$ cat src/rtl/uartrx_pkg.sv
// Shared types and defaults for the UART receive controller.
// State encoding is fixed at 2 bits; defaults assume 100 MHz clock at 9600 baud.
package uartrx_pkg;
  typedef enum logic [1:0] {
    ST_OFF   = 2'd0,
    ST_ARM   = 2'd1,
    ST_RUN   = 2'd2,
    ST_DRAIN = 2'd3
  } state_t;

  localparam int DEF_DEPTH       = 4;
  localparam int DEF_TIMEOUT_CYC = 104160;
endpackage

$ cat src/rtl/uartrx_fifo.sv
// First-word fall-through receive FIFO. A pop on a full FIFO frees the slot a
// same-cycle push writes into; a pop on an empty FIFO is ignored.
module uartrx_fifo #(
  parameter  int DEPTH = 4,
  parameter  int W     = 8,
  localparam int AW    = $clog2(DEPTH),
  localparam int CW    = AW + 1
) (
  input  logic          clk,
  input  logic          rst,
  input  logic          push,
  input  logic          pop,
  input  logic [W-1:0]  wdata,
  output logic [W-1:0]  rdata,
  output logic          full,
  output logic          empty,
  output logic [CW-1:0] count
);
  localparam logic [CW-1:0] FULL_CNT = CW'(DEPTH);

  logic [W-1:0]  mem [DEPTH];
  logic [AW-1:0] wr_ptr, rd_ptr;
  logic          do_push, do_pop;

  assign full    = (count == FULL_CNT);
  assign empty   = (count == '0);
  assign do_pop  = pop & ~empty;
  assign do_push = push & (~full | do_pop);
  assign rdata   = mem[rd_ptr];

  always_ff @(posedge clk or posedge rst) begin
    if (rst) begin
      wr_ptr <= '0;
      rd_ptr <= '0;
      count  <= '0;
    end else begin
      // DEPTH is a power of two, so natural pointer overflow is the wrap.
      if (do_push) wr_ptr <= wr_ptr + 1'b1;
      if (do_pop)  rd_ptr <= rd_ptr + 1'b1;
      case ({do_push, do_pop})
        2'b10:   count <= count + 1'b1;
        2'b01:   count <= count - 1'b1;
        default: count <= count;
      endcase
    end
  end

  always_ff @(posedge clk) begin
    if (do_push) mem[wr_ptr] <= wdata;
  end
endmodule

$ cat src/rtl/uartrx_ctrl.sv
// UART receive controller: arms the receiver, captures completed bytes into a
// FIFO, flags dropped bytes and pulses once when the line idles with data held.
module uartrx_ctrl
  import uartrx_pkg::*;
#(
  parameter  int DEPTH       = DEF_DEPTH,
  parameter  int TIMEOUT_CYC = DEF_TIMEOUT_CYC,
  localparam int CW          = $clog2(DEPTH) + 1
) (
  input  logic          clk,
  input  logic          rst,
  input  logic          enable,
  output logic          rx_en,
  input  logic [7:0]    rx_dout,
  input  logic          rx_valid,
  input  logic          rd_req,
  output logic [7:0]    rd_data,
  output logic          rd_empty,
  output logic [CW-1:0] count,
  output logic          overrun,
  input  logic          ovr_clr,
  output logic          idle_timeout
);
  localparam int            TW     = $clog2(TIMEOUT_CYC + 2);
  localparam logic [TW-1:0] TO_VAL = TW'(TIMEOUT_CYC);
  localparam logic [TW-1:0] TO_END = TW'(TIMEOUT_CYC + 1);

  state_t        state, state_nx;
  logic          rx_valid_q;
  logic          done;
  logic          full;
  logic          ovr_evt;
  logic [TW-1:0] idle_cnt;

  // Completion is the rising edge of rx_valid; ARM deliberately ignores it so a
  // frame already in flight at enable time never reaches the FIFO.
  assign done    = rx_valid & ~rx_valid_q & ((state == ST_RUN) | (state == ST_DRAIN));
  assign ovr_evt = done & full & ~rd_req;

  uartrx_fifo #(.DEPTH(DEPTH), .W(8)) u_fifo (
    .clk   (clk),
    .rst   (rst),
    .push  (done),
    .pop   (rd_req),
    .wdata (rx_dout),
    .rdata (rd_data),
    .full  (full),
    .empty (rd_empty),
    .count (count)
  );

  always_comb begin
    state_nx = state;
    rx_en    = 1'b1;
    case (state)
      ST_OFF: begin
        rx_en = 1'b0;
        if (enable) state_nx = ST_ARM;
      end
      ST_ARM: begin
        if (!enable)       state_nx = ST_OFF;
        else if (rx_valid) state_nx = ST_RUN;
      end
      ST_RUN: begin
        if (!enable) state_nx = rx_valid ? ST_OFF : ST_DRAIN;
      end
      ST_DRAIN: begin
        if (enable)    state_nx = ST_RUN;
        else if (done) state_nx = ST_OFF;
      end
      default: begin
        rx_en    = 1'b0;
        state_nx = ST_OFF;
      end
    endcase
  end

  // Counter parks one past the threshold so the pulse cannot repeat until a push.
  assign idle_timeout = (state == ST_RUN) & ~rd_empty & (idle_cnt == TO_VAL);

  always_ff @(posedge clk or posedge rst) begin
    if (rst) begin
      state      <= ST_OFF;
      rx_valid_q <= 1'b0;
      overrun    <= 1'b0;
      idle_cnt   <= '0;
    end else begin
      state      <= state_nx;
      rx_valid_q <= rx_valid;
      if (ovr_evt)      overrun <= 1'b1;
      else if (ovr_clr) overrun <= 1'b0;
      if (state != ST_RUN || done)
        idle_cnt <= '0;
      else if (!rd_empty && idle_cnt != TO_END)
        idle_cnt <= idle_cnt + 1'b1;
    end
  end
endmodule

$ cat config.mk
export PLATFORM = sky130hd
export DESIGN_NAME = uartrx_ctrl
export DESIGN_NICKNAME = d
export VERILOG_FILES = /design/src/rtl/uartrx_pkg.sv /design/src/rtl/uartrx_fifo.sv /design/src/rtl/uartrx_ctrl.sv
export SDC_FILE = /design/constraint.sdc
export NUM_CORES = 1
export LEC_CHECK = 0
export ABC_AREA = 1
export ABC_CLOCK_PERIOD_IN_PS = 2900
export CAP_MARGIN = 15
export CORE_ASPECT_RATIO = 1.75
export CORE_UTILIZATION = 45
export CTS_BUF_LIST = sky130_fd_sc_hd__clkbuf_4 sky130_fd_sc_hd__clkbuf_8 sky130_fd_sc_hd__clkbuf_16
export CTS_CLUSTER_DIAMETER = 40
export DETAILED_ROUTE_END_ITERATION = 7
export DONT_BUFFER_PORTS = 1
export PLACE_DENSITY_LB_ADDON = 0.2
export SLEW_MARGIN = 20
export SYNTH_ARGS = -nofsm -noshare
export SYNTH_HDL_FRONTEND = slang
export SYNTH_HIERARCHICAL = 1
export SYNTH_SLANG_ARGS = --single-unit
$ cat constraint.sdc
create_clock -name clk -period 2.9 [get_ports clk]
set_clock_uncertainty 0.2 [all_clocks]
set_input_delay 0.435 -clock clk [delete_from_list [all_inputs] [get_ports clk]]
set_output_delay 0.435 -clock clk [all_outputs]
set_load 0.01 [all_outputs]
# --- Word level (Yosys, flattened, before mapping) ---
# Memories as Yosys holds them, arrays and structs flattened.
# Index checks and enable logic that the tools add are counted.
word_totals:
  n_memories: 1
  elab_cells: 65
  ram_bits: 32
  out_inout_bits: 15
  ff_bits: 28
  in_bits: 14
memory_table:
  columns: ["name", "depth", "width", "rd", "rd_ports_with_merged_regs", "write_ports", "line_no", "text"]
  rows:
  - ["u_fifo.mem", 4, 8, 1, 0, 1, "uartrx_fifo.sv:21", "logic [W-1:0] mem [DEPTH];"]
op_classes:
  eq_ne: 13
  mux: 16
  bitwise_logic: 14
  n_reduce_logical: 9
  addsub: 5
op_table:
  columns: ["cell", "n"]
  rows:
  - ["$mux 17", 2]
  - ["$add 17x1->17 const B", 1]
  - ["$eq 17x17->1 const B", 1]
  - ["$ne 17x17->1 const B", 1]
  - ["$mux 2", 7]
  - ["$and 1x1->1", 8]
  - ["$pmux 2 s4", 1]
  - ["$eq 2x2->1 const B", 3]
  - ["$ne 2x2->1 const B", 3]
  - ["$ne 3x3->1 const B", 2]
  - ["$pmux 3 s2", 1]
  - ["$reduce_bool 2->1", 3]
  - ["$mux 1", 5]
  - ["$add 2x1->2 const B", 2]
  - ["$eq 2x1->1 const B", 2]
  - ["$not 1->1", 4]
  - ["$reduce_and 4->1", 1]
  - ["$add 3x1->3 const B", 1]
  - ["$eq 3x3->1 const B", 1]
  - ["$logic_not 3->1", 1]
  - ["$sub 3x1->3 const B", 1]
  - ["$logic_not 2->1", 1]
  - ["$or 1x1->1", 2]
  - ["$logic_and 1x1->1", 1]
  - ["other kinds (2)", 2]

# --- Longest topological paths before layout ---
depth:
  depth_word: 7
  mapped_depth: 12
  depth_no_buf: 12

# --- Modules after synthesis ---
# Netlist, hierarchy kept.
modules_own_cells:
  columns: ["mod", "seq_area_each_um2", "cells_per_inst", "area_each_um2", "instances"]
  rows:
  - ["uartrx_fifo", 1136.1, 132, 1639.1, 1]
  - ["uartrx_ctrl", 525.5, 209, 1406.3, 1]

# --- Least setup slack after synthesis ---
# OpenSTA, ideal clock, no wires.
synth_path:
  kind: "input to register"
  start: "in rx_valid"
  end: "reg u_fifo.count[2]"
  setup_ns: 0.113
  n_path_buf: 0
  slack_ns: 1.021
  t_required_ns: 2.587
  arrival_time_ns: 1.566
  stages: 12
  cell_sequence: "inv_1 > nor2_1 > nand2_1 > inv_1 > nand3b_2 > fa_1 > inv_1 > nand2_1 > nand2_1 > nand2_1 > nand2_1 > inv_1"
synth_between:
  elab_chain_cells: 5
  elab_cells_between_ends: 7
  cone_classes: "eq/ne (2); mux (1); bitwise (3); reduce/logical (1)"
synth_lines:
  columns: ["element", "line_no", "text"]
  rows:
  - ["start, declared", "uartrx_ctrl.sv:15", "input logic rx_valid,"]
  - ["$and 1x1->1 (*) (2 in series)", "uartrx_ctrl.sv:37", "assign done = rx_valid & ~rx_valid_q & ((state == ST_RUN) | (state == ST_DRAIN));"]
  - ["net done", "uartrx_ctrl.sv:30", "logic done;"]
  - ["$and 1x1->1 (*)", "uartrx_fifo.sv:28", "assign do_push = push & (~full | do_pop);"]
  - ["$eq 2x1->1 / $eq 2x2->1 (equally long branches)", "uartrx_fifo.sv:40", "case ({do_push, do_pop})"]
  - ["$pmux 3 s2 / $reduce_bool 2->1 (equally long branches)", null, null]
  - ["end signal, assigned", "uartrx_fifo.sv:41", "2'b10: count <= count + 1'b1;"]
  - ["end signal, assigned", "uartrx_fifo.sv:42", "2'b01: count <= count - 1'b1;"]
  - ["end signal, assigned", "uartrx_fifo.sv:43", "default: count <= count;"]
  - ["end, declared", "uartrx_fifo.sv:17", "output logic [CW-1:0] count"]
# Mark *: on every way through the listed nets, which the timed path passes. The rest lies on a longest branch.
# A chain may end at the register's enable or synchronous reset.

# --- Worst setup path in the final report ---
layout_path:
  start: "reg u_fifo.rd_ptr[0]"
  end: "out rd_data[6]"
layout_between:
  elab_chain_cells: 1
layout_lines:
  columns: ["element", "line_no", "text"]
  rows:
  - ["start, declared", "uartrx_fifo.sv:22", "logic [AW-1:0] wr_ptr, rd_ptr;"]
  - ["start signal, assigned", "uartrx_fifo.sv:39", "if (do_pop) rd_ptr <= rd_ptr + 1'b1;"]
  - ["$mem_v2 4x8", null, null]
  - ["end, declared", "uartrx_ctrl.sv:17", "output logic [7:0] rd_data,"]
# No other way between the ends.

==> summary.txt <==
Power and ir drop
  • Switching share of total power: 33.5%
  • Max IR drop VDD: 0.000316 V
  • Clk pwr share: 37.0%
  • Combinational fraction of design power: 24.8%
  • LEAKAGE: 1.51 nW
  • P_sw: 1.01 mW
  • Pint: 2.01 mW
  • P per Cell Area: 851 nW/um^2
  • Total power: 3.03 mW
  • Reg power frac: 38.2%

STA
  • Slew headroom: 43.4%
  • Setup WS post-layout: 0.638 ns
  • Hold Slack: -0.0265 ns
  • TNS Setup: 0 ns
  • Final Hold Violating Endpoints: 21
  • Top achievable clock speed: 442 MHz
  • Pins over their slew limit: 0
  • RSZ-0062 raised after global routing: false
  • Period Utilization, post-route: 78.0%
  • Worst Tran Pin Value: 0.848 ns
  • Final setup fails: 0
  • Minimum clock period: 2.26 ns

Synth
  • Net count after synthesis: 363
  • Post-synth EDFFs: 32
  • Synth cell types: 27
  • Synth top area cells: edfxtp_1 32%, dfrtp_1 23%, nand2_1 10%
  • Sequential area share after synthesis: 54.6%
  • Synth area leader: edfxtp_1
  • Synthesis-stage register bit count: 60
  • Mapped Area: 3050 um^2
  • Count leader, synth: nand2_1
  • Cells after Synth: 341
  • Top FF cell, synth: edfxtp_1
  • Top cells by count, synth: 83 x nand2_1, 55 x nor2_1, 34 x inv_1
  • Synth async-reset ratio: 46.7%
  • Synth Warn #: 6
  • Mean post-synth cell area: 8.93 um^2
  • Synth top area share: 31.6%

Place
  • Place WS: 0.716 ns
  • Gpl congestion: 0.894
  • Area after DPL: 3120 um^2
  • Post-DP HPWL: 4750 um
  • Placed instance count: 418
  • Number of port buffers: 0

Floorplanning
  • Core Region: 6540 um^2
  • Die height: 111 um
  • Die footprint: 7110 um^2
  • Die X-Extent: 64.2 um
  • Cell row count: 39
  • I/O pin count: 29
  • Initial Util: 46.6%

Critical path
  • Critical Path AT: 1.63 ns
  • Setup CP Type: flip-flop to output port
  • Worst EP required: 2.27 ns
  • CP Capture Type: output port
  • Worst Path Max Fanout: 18
  • Startpoint types: flip-flop

Drt
  • Pre-Repair DR Iteration Count: 4
  • Post-Route WL: 6620 um
  • # DRC: 0
  • Via count: 2,277
  • Detail Route Antenna Nets: 0
  • Drt wl/cell: 14.8 um
  • Vias per std cell: 5.11
  • Iter 0 DRT Violations: 119

Global routing
  • First-pass GRT wire length: 10,700 um
  • Vias in the first global route: 2,212
  • GRT Residual Overflow: 0
  • Initial antenna violation count: 0
  • GR Util All Layers: 20.3%
  • Largest net degree at the start of global routing: 22

Layout
  • N_diodes: 0
  • Fin cells: 446
  • Cell area after layout: 3560 um^2
  • Fin util: 54.4%
  • Fillers: 588
  • Nets: 381
  • Layout cells sized above 1: 9.62%
  • Area grow syn2layout: 16.8%

Clock network
  • Clk pin slew, worst setup/hold paths: 0.05 ns
  • TritonCTS Buffers: 9
  • H-tree depth: 3
  • CTS resizes: 0
  • Clock buffer depth: 2
  • CTS tree: done
  • Clk sinks: 60
  • Clk Tree Root Cell: clkbuf_16
  • Worst skew pair latency: 0.32 ns
  • Post-CTS Setup Bufs: 0
  • Cts hold-fix bufs: 10

Outcome
  • Failing checks: negative hold slack
  • Status: complete, but fails checks

Run
  • Max-cap violations: 0

Hold path
  • HP Class: input port to async pin
-- worst paths after layout --
check | startpoint | to | slack (ns) | depth (start not counted)
worst max-delay path | u_fifo/rd_ptr[0]$_DFFE_PP0N_ | rd_data[6] | 0.64 | 3
worst min-delay path | rst | idle_cnt[6]$_DFFE_PP0P_ | -0.03 | 1
worst max register to register | rx_valid_q$_DFF_PP0_ | u_fifo/mem[0][7]$_DFFE_PP_ | 0.85 | 5
worst min register to register | idle_cnt[14]$_DFFE_PP0P_ | idle_cnt[14]$_DFFE_PP0P_ | 0.29 | 2
max in group asynchronous | rst | u_fifo/wr_ptr[0]$_DFFE_PP0P_ | 1.99 | 2
min in group clk | rd_req | overrun$_DFFE_PP0P_ | 0.03 | 1
-- layout by cell type, fill, tap and decap left out, types with 10 or more instances in the layout --
| cell type | instances |
|---|---|
| nor2_1 | 55 |
| inv_1 | 34 |
| o22ai_1 | 10 |
| edfxtp_1 | 32 |
| dfrtp_1 | 28 |
| nand3_1 | 14 |
| nand2_1 | 83 |
| dlygate4sd3_1 | 12 |
| o21ai_0 | 22 |
-- cells by family (layout without fill, tap and decap cells) --
kind of cell	Yosys count	count (layout)	share of synthesized area, %
compound gates	45	45	8.42
xor+xnor	9	9	2.59
fa+ha+maj	8	8	3.53
buf+inv	45	68	5.96
flops	60	60	54.6
simple gates	174	174	24.9
-- power groups by stage --
stage | clock network [mW] | registers [mW] | logic (mW)
3_5_place_dp | 0 | 1.17 | 0.742
6_report | 1.12 | 1.16 | 0.752
5_1_grt | 1.17 | 1.17 | 0.856
4_1_cts | 1.15 | 1.16 | 0.761
2_1_floorplan | 0 | 1.10 | 0.640
3_3_place_gp | 0 | 1.17 | 0.728
-- metal layers --
layer | vias up | GRT usage (%) | part of all wire (%)
li1 | 1155 | - | -
met1 | 1076 | 20.4 | 38
met2 | 36 | 37.4 | 57
met3 | 10 | 4.63 | 2.6
met4 | 0 | 10.8 | 2.4
met5 | - | 0 | 0
-- registers in the layout, summed over array words and instances (netlist names) --
signal / cells
u_fifo/mem: 32
idle_cnt: 17
u_fifo/count: 3
state: 2
u_fifo/rd_ptr: 2
u_fifo/wr_ptr: 2
overrun: 1
rx_valid_q: 1
-- layout make-up --
cell class / instances / area, um^2 / share of cell area [%]
repair buffers: 13 / 128 / 3.59
clock inverters: 5 / 76.3 / 2.15
multi-input cells: 236 / 1200 / 33.8
clock buffers: 11 / 240 / 6.75
flip-flops and latches: 60 / 1660 / 46.7
well taps: 82 / 103 / 2.88
inverters: 39 / 146 / 4.12
-- worst max-delay path, stage by stage (launching register included) --
cell and delay (ns):
dfrtp_1 0.67, inv_2 0.25, o21ai_0 0.24, o22ai_1 0.15
Note: power is estimated with default switching activity, not from simulation.
